**src/rtl/l2_lookup_sched.sv**
```systemverilog
// l2_lookup_sched: arbitrates CPU requests and forward/probe lookups onto the
// L2 tag/state read path, sequences read -> lookup -> response, and returns the
// lookup-stage result over a valid/ready handshake.
// Optional feature macro: L2_LOOKUP_STARVE_GUARD_EN (forces a pending request
// through after STARVE_LIMIT consecutive forward grants).
module l2_lookup_sched #(
  parameter int unsigned LINE_ADDR_BITS = 26,
  parameter int unsigned L2_SET_BITS    = 9,
  parameter int unsigned L2_WAY_BITS    = 3,
  parameter int unsigned STARVE_LIMIT   = 4
) (
  input  logic                      clk,
  input  logic                      rst,
  // CPU-side request source
  input  logic                      req_valid,
  output logic                      req_ready,
  input  logic [LINE_ADDR_BITS-1:0] req_line_addr,
  // Forward/probe source
  input  logic                      fwd_valid,
  output logic                      fwd_ready,
  input  logic [LINE_ADDR_BITS-1:0] fwd_line_addr,
  // Tag/state array read
  output logic                      rd_en,
  output logic [L2_SET_BITS-1:0]    rd_set,
  // Lookup stage control
  output logic [LINE_ADDR_BITS-1:0] lkp_line_addr,
  output logic                      lookup_en,
  output logic                      lookup_mode,
  input  logic                      tag_hit,
  input  logic [L2_WAY_BITS-1:0]    way_hit,
  input  logic                      empty_way_found,
  input  logic [L2_WAY_BITS-1:0]    empty_way,
  // Result return
  output logic                      resp_valid,
  input  logic                      resp_ready,
  output logic                      resp_is_fwd,
  output logic                      resp_tag_hit,
  output logic [L2_WAY_BITS-1:0]    resp_way,
  output logic                      resp_empty_found,
  output logic [L2_WAY_BITS-1:0]    resp_empty_way
);

  localparam logic L2_LOOKUP     = 1'b0;
  localparam logic L2_LOOKUP_FWD = 1'b1;

  localparam logic [3:0] StarveMax = 4'(STARVE_LIMIT);

  typedef enum logic [1:0] {
    StIdle,
    StRead,
    StLookup,
    StResp
  } state_e;

  state_e                    state_q;
  logic                      src_fwd_q;
  logic [LINE_ADDR_BITS-1:0] addr_q;
  logic                      rd_en_q;
  logic                      lookup_en_q;
  logic                      resp_valid_q;

  logic                      starve_force;
  logic                      fwd_win;
  logic                      req_win;

`ifdef L2_LOOKUP_STARVE_GUARD_EN
  logic [3:0] starve_q;

  // Request overrides forward priority once the forward streak hits the limit.
  assign starve_force = req_valid && (starve_q == StarveMax);

  // Count forward grants that bypass a waiting request; any request grant clears.
  always_ff @(posedge clk) begin
    if (rst) begin
      starve_q <= 4'd0;
    end else if (req_win) begin
      starve_q <= 4'd0;
    end else if (fwd_win && req_valid && (starve_q != StarveMax)) begin
      starve_q <= starve_q + 4'd1;
    end
  end
`else
  logic unused_starve_limit;

  // Strict forward priority: requests can starve behind a forward stream.
  assign starve_force        = 1'b0;
  assign unused_starve_limit = ^StarveMax;
`endif

  // Grant selection: only in idle and never while reset is asserted.
  always_comb begin
    fwd_win = 1'b0;
    req_win = 1'b0;
    if ((state_q == StIdle) && !rst) begin
      if (fwd_valid && !starve_force) begin
        fwd_win = 1'b1;
      end else if (req_valid) begin
        req_win = 1'b1;
      end
    end
  end

  assign fwd_ready = fwd_win;
  assign req_ready = req_win;

  // Sequencer: accept -> array read -> lookup -> hold response until taken.
  always_ff @(posedge clk) begin
    if (rst) begin
      state_q      <= StIdle;
      src_fwd_q    <= 1'b0;
      addr_q       <= '0;
      rd_en_q      <= 1'b0;
      lookup_en_q  <= 1'b0;
      resp_valid_q <= 1'b0;
    end else begin
      unique case (state_q)
        StIdle: begin
          if (fwd_win || req_win) begin
            addr_q    <= fwd_win ? fwd_line_addr : req_line_addr;
            src_fwd_q <= fwd_win;
            rd_en_q   <= 1'b1;
            state_q   <= StRead;
          end
        end
        StRead: begin
          rd_en_q     <= 1'b0;
          lookup_en_q <= 1'b1;
          state_q     <= StLookup;
        end
        StLookup: begin
          lookup_en_q  <= 1'b0;
          resp_valid_q <= 1'b1;
          state_q      <= StResp;
        end
        StResp: begin
          if (resp_ready) begin
            resp_valid_q <= 1'b0;
            state_q      <= StIdle;
          end
        end
      endcase
    end
  end

  assign rd_en         = rd_en_q;
  assign rd_set        = addr_q[L2_SET_BITS-1:0];
  assign lkp_line_addr = addr_q;
  assign lookup_en     = lookup_en_q;
  assign lookup_mode   = src_fwd_q ? L2_LOOKUP_FWD : L2_LOOKUP;

  // Lookup-stage outputs hold while lookup_en is low, so they pass straight
  // through during the response; empty-way info is meaningless for forwards.
  assign resp_valid       = resp_valid_q;
  assign resp_is_fwd      = resp_valid_q & src_fwd_q;
  assign resp_tag_hit     = resp_valid_q & tag_hit;
  assign resp_way         = resp_valid_q ? way_hit : '0;
  assign resp_empty_found = resp_valid_q & ~src_fwd_q & empty_way_found;
  assign resp_empty_way   = (resp_valid_q && !src_fwd_q) ? empty_way : '0;

endmodule

```
**config.mk**
```make
export PLATFORM = sky130hd
export DESIGN_NAME = l2_lookup_sched
export DESIGN_NICKNAME = d
export VERILOG_FILES = /design/src/rtl/l2_lookup_sched.sv
export SDC_FILE = /design/constraint.sdc
export NUM_CORES = 1
export LEC_CHECK = 0
export ABC_AREA = 1
export CAP_MARGIN = 20
export CORE_ASPECT_RATIO = 0.5
export CORE_MARGIN = 10
export CORE_UTILIZATION = 32
export DETAILED_ROUTE_END_ITERATION = 10
export PLACE_DENSITY = 0.8
export SYNTH_ARGS = -nofsm -noshare
export SYNTH_HDL_FRONTEND = slang
export SYNTH_SLANG_ARGS = --single-unit
```
**constraint.sdc**
```tcl
create_clock -name clk -period 1.52 [get_ports clk]
set_input_delay 0.228 -clock clk [delete_from_list [all_inputs] [get_ports clk]]
set_output_delay 0.228 -clock clk [all_outputs]
set_load 0.03 [all_outputs]
```
==> PnR_summary.wiki, run 1 <==
{| class="wikitable"
! Metric !! Value
|-
| Flops & latches, synth || 32
|-
| Peak supply drop || approximately 0.55 mV
|-
| Clk sinks || 32
|-
| Post-layout net count || 459
|-
| Clock latency of the later-clocked register in the worst-skew pair || roughly 280 ps
|-
| Total number of H-tree levels || 2
|-
| PwrDens || between 1000 and 1500 nW/um^2
|-
| Number of ports placed on the die boundary || around 120
|-
| Met1 Routed Length || 2340 um
|-
| Post-synth EDFFs || 0
|-
| Slew Limit Headroom || 77.3%
|-
| Final Max Tran Viols || 0
|-
| Max clock buf depth || 2
|-
| Routed via count || roughly 2100
|-
| Total met2 wirelength after detailed routing || between 4000 and 5000 um
|-
| Switching share of power || between 40% and 50%
|-
| Via count normalized by instance count || roughly 4.5
|-
| Cell area after synthesis || 1730 um^2
|-
| Post-synth top flop || sky130_fd_sc_hd__dfxtp_1
|-
| Cell count after synthesis || 270
|-
| End of the worst register-to-register path || lkp_line_addr[4]
|-
| R2R Path Start || state_q[0]
|-
| Max frequency || 0.672 GHz
|-
| CP endpoint kind || output pin
|-
| Area of the die || 8940 um^2
|-
| Critical path data arrival time || ~1300 ps
|-
| Clock network fraction of total power || between 10% and 20%
|-
| Biggest area consumer among synthesized cells || sky130_fd_sc_hd__dfxtp_1
|-
| Starting density of the core || around 34%
|-
| Wire length of the first global-routing pass || just over 10000 um
|-
| Yosys warning count || 0
|-
| Antenna cell count || 0
|-
| Dominant cell by count in the synthesized netlist || sky130_fd_sc_hd__nand2_1
|-
| Reported leakage power || 1.58 nW
|-
| Setup repair after global routing missed its margin || yes
|-
| Count of distinct cell types in the synthesized netlist || 21
|-
| Clock skew || between 6 and 7 ps
|-
| Worst EP required || about 1300 ps
|-
| Port buffer count || 114
|-
| Post-Route Utilization || 59.9%
|-
| Measured slew at the worst slew-check pin || 342 ps
|-
| Total nets after synthesis || 340
|-
| Antenna violations before repair || 0
|-
| Fraction of the yosys area taken by sequential cells || around 37%
|-
| Reg2Reg Depth || 10
|-
| Final-report hold violation count || 0
|-
| Power Internal || 2.29 mW
|-
| Clock Tree Root || sky130_fd_sc_hd__clkbuf_8
|-
| Final Cycle Share || approximately 98%
|-
| Fin cells || 460
|-
| Detailed-routing iteration count for the pre-antenna-repair pass || 4
|-
| Iter 0 DRT Violations || 98
|-
| Final global-route overflow total || 0
|-
| Height of the die || 72.1 um
|-
| Setup slack, reg-to-reg || between 100 and 150 ps
|-
| Fraction of final layout cells with drive strength greater than 1 || 12.6%
|-
| GP Congestion || between 0.7 and 0.8
|-
| Average cell area after synthesis || ~6.4 um^2
|-
| Class of the worst hold path || flip-flop to flip-flop
|-
| Number of maximum-capacitance violations || 0
|-
| Clock tree from TritonCTS || built
|-
| # DRC || 0
|-
| Maximum net fanout on the critical path || 3
|-
| Net load switching power || around 1.7 mW
|-
| Largest net degree at the start of global routing || 15
|-
| Count of placed standard cells including taps || 447
|-
| Register share of total power || 28.3%
|-
| Vias in the first global route || 2055
|-
| Crit start category || flip-flop
|-
| Top cell types by occurrence after synthesis || 142 x sky130_fd_sc_hd__nand2_1, 32 x sky130_fd_sc_hd__dfxtp_1, 30 x sky130_fd_sc_hd__a21oi_1
|-
| Share of async-settable or async-resettable flops after synthesis || 0%
|-
| Total number of placement rows || 18
|-
| Die width || between 100 and 150 um
|-
| Top layer in use || met4
|-
| Total routing resource utilization after global routing || between 10% and 20%
|-
| Sum of negative setup slack || 0 ps
|-
| Final setup fails || 0
|-
| Part of the power in combinational logic || between 50% and 60%
|-
| Result of the run || completed
|-
| Final ANT Viol Nets || 0
|-
| Critical path endpoint || req_ready
|-
| Per-cell routed wire length || about 15 um
|-
| Placeable core region || ~5100 um^2
|-
| CP Launch Point || state_q[0]
|-
| Share of the synthesized area in the top cell type || 36.9%
|-
| Number of buffers created by CTS || 5
|-
| Period minus WS final || between 1000 and 1500 ps
|-
| HPWL after detailed placement || 5550 um
|-
| Area growth from synthesis to layout || 75.7%
|-
| Synth top area cells || sky130_fd_sc_hd__dfxtp_1 37%, sky130_fd_sc_hd__nand2_1 31%, sky130_fd_sc_hd__a21oi_1 8.7%, sky130_fd_sc_hd__buf_4 3.9%, sky130_fd_sc_hd__inv_1 3.7%
|-
| Met3 routed WL || 340 um
|-
| WL final || 6740 um
|-
| Classification of the worst setup path || flip-flop to output pin
|-
| Reg clk slew, reported paths || about 70 ps
|}
==> stage by stage <==
step	power [mW]	hold WS (ps)	area [um^2]	setup slack, ps
final	4.00	463	3050	31.9
after global routing	4.26	484	3050	-40.4
after global placement	3.28	452	2930	-3.93
after floorplan	2.45	399	1730	0.957
after detailed placement	3.35	455	2930	-93.9
after CTS	3.97	463	3010	0.654
==> final cells by class <==
cell class	count	area, um^2
multi-input combinational	196	875
fill	470	2040
clock buffer	8	90.1
timing repair buffer	134	1270
inverter	20	82.6
tap	70	87.6
sequential	32	643
==> kinds of logic after synthesis <==
group	share of synthesized area, %
buffers and inverters	13.8
AND/OR/NAND/NOR	34.6
flip-flops	36.9
adder cells (fa/ha/maj)	3.61
AO/OA/AOI/OAI	11.0
==> metal layers <==
| metal | vias to the layer above | global-route usage, % |
|---|---|---|
| met5 | - | 0 |
| met4 | 0 | 2.66 |
| met3 | 5 | 3.71 |
| met2 | 35 | 29.7 |
| met1 | 993 | 13.3 |
| li1 | 1058 | - |
==> flip-flops by register name, indices dropped and copies added, names as in the netlist <==
signal         cells
lkp_line_addr     26
lookup_en          1
rd_en              1
resp_valid         1
src_fwd_q          1
state_q            2
==> critical path, cell delays in order (launching register included) <==
cell	delay [ps]
sky130_fd_sc_hd__dfxtp_2	330
sky130_fd_sc_hd__inv_2	70
sky130_fd_sc_hd__ha_4	150
sky130_fd_sc_hd__inv_2	40
sky130_fd_sc_hd__nor2_2	100
sky130_fd_sc_hd__nand2_1	80
sky130_fd_sc_hd__inv_2	70
sky130_fd_sc_hd__buf_6	130
==> cells in the final DEF (no fill, tap or decap) <==
master	count
sky130_fd_sc_hd__buf_4	25
sky130_fd_sc_hd__nand2_1	142
sky130_fd_sc_hd__clkdlybuf4s50_1	63
sky130_fd_sc_hd__clkbuf_1	2
sky130_fd_sc_hd__buf_6	2
sky130_fd_sc_hd__o21bai_1	1
sky130_fd_sc_hd__ha_4	1
sky130_fd_sc_hd__inv_4	1
sky130_fd_sc_hd__nand3_4	1
sky130_fd_sc_hd__inv_6	1
sky130_fd_sc_hd__a21oi_1	30
sky130_fd_sc_hd__nor2_2	1
sky130_fd_sc_hd__ha_1	4
sky130_fd_sc_hd__clkdlybuf4s15_1	1
sky130_fd_sc_hd__inv_2	5
sky130_fd_sc_hd__dlymetal6s2s_1	2
sky130_fd_sc_hd__dlygate4sd2_1	38
sky130_fd_sc_hd__a21boi_0	1
sky130_fd_sc_hd__dfxtp_1	30
sky130_fd_sc_hd__o31ai_1	1
sky130_fd_sc_hd__buf_12	3
sky130_fd_sc_hd__inv_1	13
sky130_fd_sc_hd__dfxtp_2	2
sky130_fd_sc_hd__o21ai_0	2
sky130_fd_sc_hd__clkbuf_8	6
sky130_fd_sc_hd__o21ai_4	1
sky130_fd_sc_hd__nand3_1	2
sky130_fd_sc_hd__nor2_1	9
==> repair_timing <==
item                       in CTS  in global routing
buffers inserted                3                  2
hold buffers                    0                  0
cloned                          0                  0
pin swaps                       1                  3
setup endpoints to repair      41                 33
gates resized for setup        45                 10
==> power by group through the flow <==
stage / Sequential (mW) / Clock, mW / Combinational (mW)
after floorplan: 1.44 / 0 / 1.01
after global placement: 1.14 / 0 / 2.14
after detailed placement: 1.15 / 0 / 2.20
after CTS: 1.13 / 0.688 / 2.16
after global routing: 1.16 / 0.731 / 2.37
final: 1.13 / 0.675 / 2.20
==> worst min path at each step <==
stage | from | to | slack [ps] | cells past startpoint
after floorplan | rst | state_q[1] | 400 | 3
after global placement | lkp_line_addr[9] | lkp_line_addr[9] | 450 | 2
after detailed placement | lkp_line_addr[19] | lkp_line_addr[19] | 450 | 2
after CTS | lkp_line_addr[19] | lkp_line_addr[19] | 460 | 2
after global routing | lkp_line_addr[17] | lkp_line_addr[17] | 480 | 2
final | lkp_line_addr[19] | lkp_line_addr[19] | 460 | 2
No activity file was read; power rests on OpenSTA's default activity.
==> inputs of run 2 (changes only) <==
--- a/config.mk
+++ b/config.mk
@@ -8,7 +8,6 @@
 export ABC_AREA = 1
 export CAP_MARGIN = 20
 export CORE_ASPECT_RATIO = 0.5
-export CORE_MARGIN = 10
 export CORE_UTILIZATION = 32
 export DETAILED_ROUTE_END_ITERATION = 10
 export PLACE_DENSITY = 0.8
==> PnR_summary.wiki, run 2 (synthesis results as in run 1) <==
{| class="wikitable"
! Metric !! Value
|-
| Power Internal || 2.39 mW (+4.4%)
|-
| Area growth from synthesis to layout || 76.6%
|-
| Post-CTS Hold Fix Bufs || 0 (unchanged)
|-
| PnR Total Power || 4.11 mW (+2.6%)
|-
| WL final || 5570 um (-17%)
|-
| Setup repair after global routing missed its margin || yes
|-
| Area of the die || 5740 um^2 (-36%)
|-
| Iter 0 DRT Violations || 64 (-35%)
|-
| Routed via count || 2059 (-1.5%)
|-
| Net load switching power || 1.72 mW (+0.34%)
|-
| Final-layout fill cell count || 456 (-3.0%)
|-
| Final Cycle Share || 99.1% (+1.2 points)
|-
| Setup slack, reg-to-reg || 80 ps (-30 ps)
|-
| Final global-route overflow total || 0 (unchanged)
|-
| Period minus WS final || 1510 ps (+18.1 ps)
|-
| End of the worst register-to-register path || lkp_line_addr[14]
|-
| Total routing resource utilization after global routing || 20.3% (+6.2 points)
|-
| Vias in the first global route || 1972 (-4.0%)
|-
| Final-report hold violation count || 0 (unchanged)
|-
| Classification of the worst setup path || flip-flop to output pin
|-
| Fin cells || 462 (+0.43%)
|-
| Number of flip-flops in the largest register || 26 (unchanged)
|-
| Clock latency of the later-clocked register in the worst-skew pair || 290 ps (about the same)
|-
| Reported leakage power || 1.59 nW (+0.59%)
|-
| Crit start category || flip-flop
|-
| Die width || 106 um (-15%)
|-
| Post-layout net count || 461 (+0.44%)
|-
| Combined area of the multi-input logic cells || 867 um^2 (-0.86%)
|-
| Reg clk slew, reported paths || 70 ps (about the same)
|-
| Commonest non-fill, non-tap cell in the layout || sky130_fd_sc_hd__nand2_1
|-
| Clock network fraction of total power || 20.1% (+3.2 points)
|-
| PwrDens || 1340 nW/um^2 (+2.1%)
|-
| Per-cell routed wire length || 12.0 um (-18%)
|-
| Clock Tree Root || sky130_fd_sc_hd__clkbuf_8
|-
| Max clock buf depth || 2 (unchanged)
|-
| Post-Route Utilization || 60.4% (+0.56 points)
|-
| Clock tree from TritonCTS || built
|-
| Detailed-routing iteration count for the pre-antenna-repair pass || 4 (unchanged)
|-
| Antenna cell count || 0 (unchanged)
|-
| Part of the power in combinational logic || 52.5% (-2.3 points)
|-
| Origin of the worst min-delay path || lkp_line_addr[19]
|-
| Number of ports placed on the die boundary || 115 (unchanged)
|-
| Slew Limit Headroom || 76.1% (-1.2 points)
|-
| Endpoint with the worst hold slack || lkp_line_addr[19]
|-
| Switching share of power || 41.8% (-0.96 points)
|-
| Fraction of final layout cells with drive strength greater than 1 || 13.5% (+0.96 points)
|-
| Number of maximum-capacitance violations || 0 (unchanged)
|-
| Clk sinks || 32 (unchanged)
|-
| CP endpoint kind || output pin
|-
| CP Launch Point || state_q[1]
|-
| Height of the die || 54.1 um (-25%)
|-
| Port buffer count || 114 (unchanged)
|-
| Register share of total power || 27.4% (-0.9 points)
|-
| Total number of placement rows || 18 (unchanged)
|-
| Via count normalized by instance count || 4.46 (-2.0%)
|-
| Critical path data arrival time || 1280 ps (+20 ps)
|-
| Reg2Reg Depth || 11 (+1)
|-
| Largest net degree at the start of global routing || 28 (+13)
|-
| Measured slew at the worst slew-check pin || 360 ps (+18.6 ps)
|-
| GP Congestion || 0.734 (-5.0%)
|-
| Placeable core region || 5070 um^2 (-0.44%)
|-
| Final Max Tran Viols || 0 (unchanged)
|-
| Class of the worst hold path || flip-flop to flip-flop
|-
| Leading cell types in the layout, fill and taps excluded || 142 x sky130_fd_sc_hd__nand2_1, 64 x sky130_fd_sc_hd__clkdlybuf4s50_1, 39 x sky130_fd_sc_hd__dlygate4sd2_1, 30 x sky130_fd_sc_hd__a21oi_1, 30 x sky130_fd_sc_hd__dfxtp_1
|-
| Total number of H-tree levels || 2 (unchanged)
|-
| Max frequency || 0.664 GHz (-1.2%)
|-
| Count of placed standard cells including taps || 449 (+0.45%)
|-
| Final ANT Viol Nets || 0 (unchanged)
|-
| Worst EP required || 1290 ps (about the same)
|-
| Final setup fails || 0 (unchanged)
|-
| Starting density of the core || 34.2% (+0.15 points)
|-
| Sequential standard cell area || 643 um^2 (unchanged)
|-
| R2R Path Start || state_q[1]
|-
| Wire length of the first global-routing pass || 8900 um (-12%)
|-
| Maximum net fanout on the critical path || 4 (+1)
|-
| HPWL after detailed placement || 4330 um (-22%)
|-
| Clock skew || 4.13 ps (-2.75 ps)
|-
| Peak supply drop || 0.782 mV (+42%)
|-
| # DRC || 0 (unchanged)
|-
| Result of the run || completed
|-
| Antenna violations before repair || 0 (unchanged)
|-
| Number of cells on the worst hold path || 2 (unchanged)
|-
| Number of buffers created by CTS || 5 (unchanged)
|}
==> run 2: power groups by stage <==
| stage | clock network [mW] | registers [mW] | logic, mW |
|---|---|---|---|
| 6_report | 0.825 | 1.13 | 2.16 |
| 5_1_grt | 0.881 | 1.15 | 2.34 |
| 4_1_cts | 0.835 | 1.12 | 2.13 |
| 3_5_place_dp | 0 | 1.15 | 2.16 |
| 3_3_place_gp | 0 | 1.14 | 2.10 |
| 2_1_floorplan | 0 | 1.44 | 1.01 |
==> run 2: what timing repair did <==
action                     in CTS  in global routing
setup endpoints to repair      62                 12
buffers inserted                2                  3
pin swaps                       3                  3
gates resized for setup        48                  4
==> run 2: area by class of cell <==
class	instances	area share (%)
Sequential cell	32	21.0
Timing Repair Buffer	136	41.5
Clock buffer	5	2.25
Clock inverter	3	1.39
Tap cell	70	2.86
Multi-Input combinational cell	196	28.3
Inverter	20	2.66
==> run 2: through the flow <==
stage	hold slack (ps)	TNS (ps)	area (um^2)	worst slack [ps]
floorplan	399	0	1730	0.957
global route	484	-65.6	3060	-33.2
CTS	470	-2.18	3030	-2.18
global placement	454	-160	2930	-18.5
finish	462	0	3060	13.8
detailed placement	457	-1520	2930	-99.3
==> run 2: worst max path at each step <==
| stage | slack, ps | depth (start not counted) | to |
|---|---|---|---|
| after floorplan | 1 | 3 | resp_empty_found |
| final | 10 | 6 | fwd_ready |
| after global placement | -20 | 9 | lkp_line_addr[2] |
| after CTS | -2 | 7 | req_ready |
| after global routing | -30 | 6 | fwd_ready |
| after detailed placement | -100 | 6 | lkp_line_addr[18] |
==> run 2: metal layers <==
metal	routed length, um	global-route usage, %	vias up
met5	0	0	-
met4	94	8.33	0
met3	220	5.21	11
met2	2980	38.9	42
met1	2270	22.2	952
li1	-	-	1054
==> run 2: worst max-delay path, cell delays in order (launching register included) <==
cell and delay, ps:
sky130_fd_sc_hd__dfxtp_2 330, sky130_fd_sc_hd__inv_2 70, sky130_fd_sc_hd__ha_4 150, sky130_fd_sc_hd__buf_6 110, sky130_fd_sc_hd__nand3_4 110, sky130_fd_sc_hd__inv_6 90
sky130_fd_sc_hd__buf_6 130
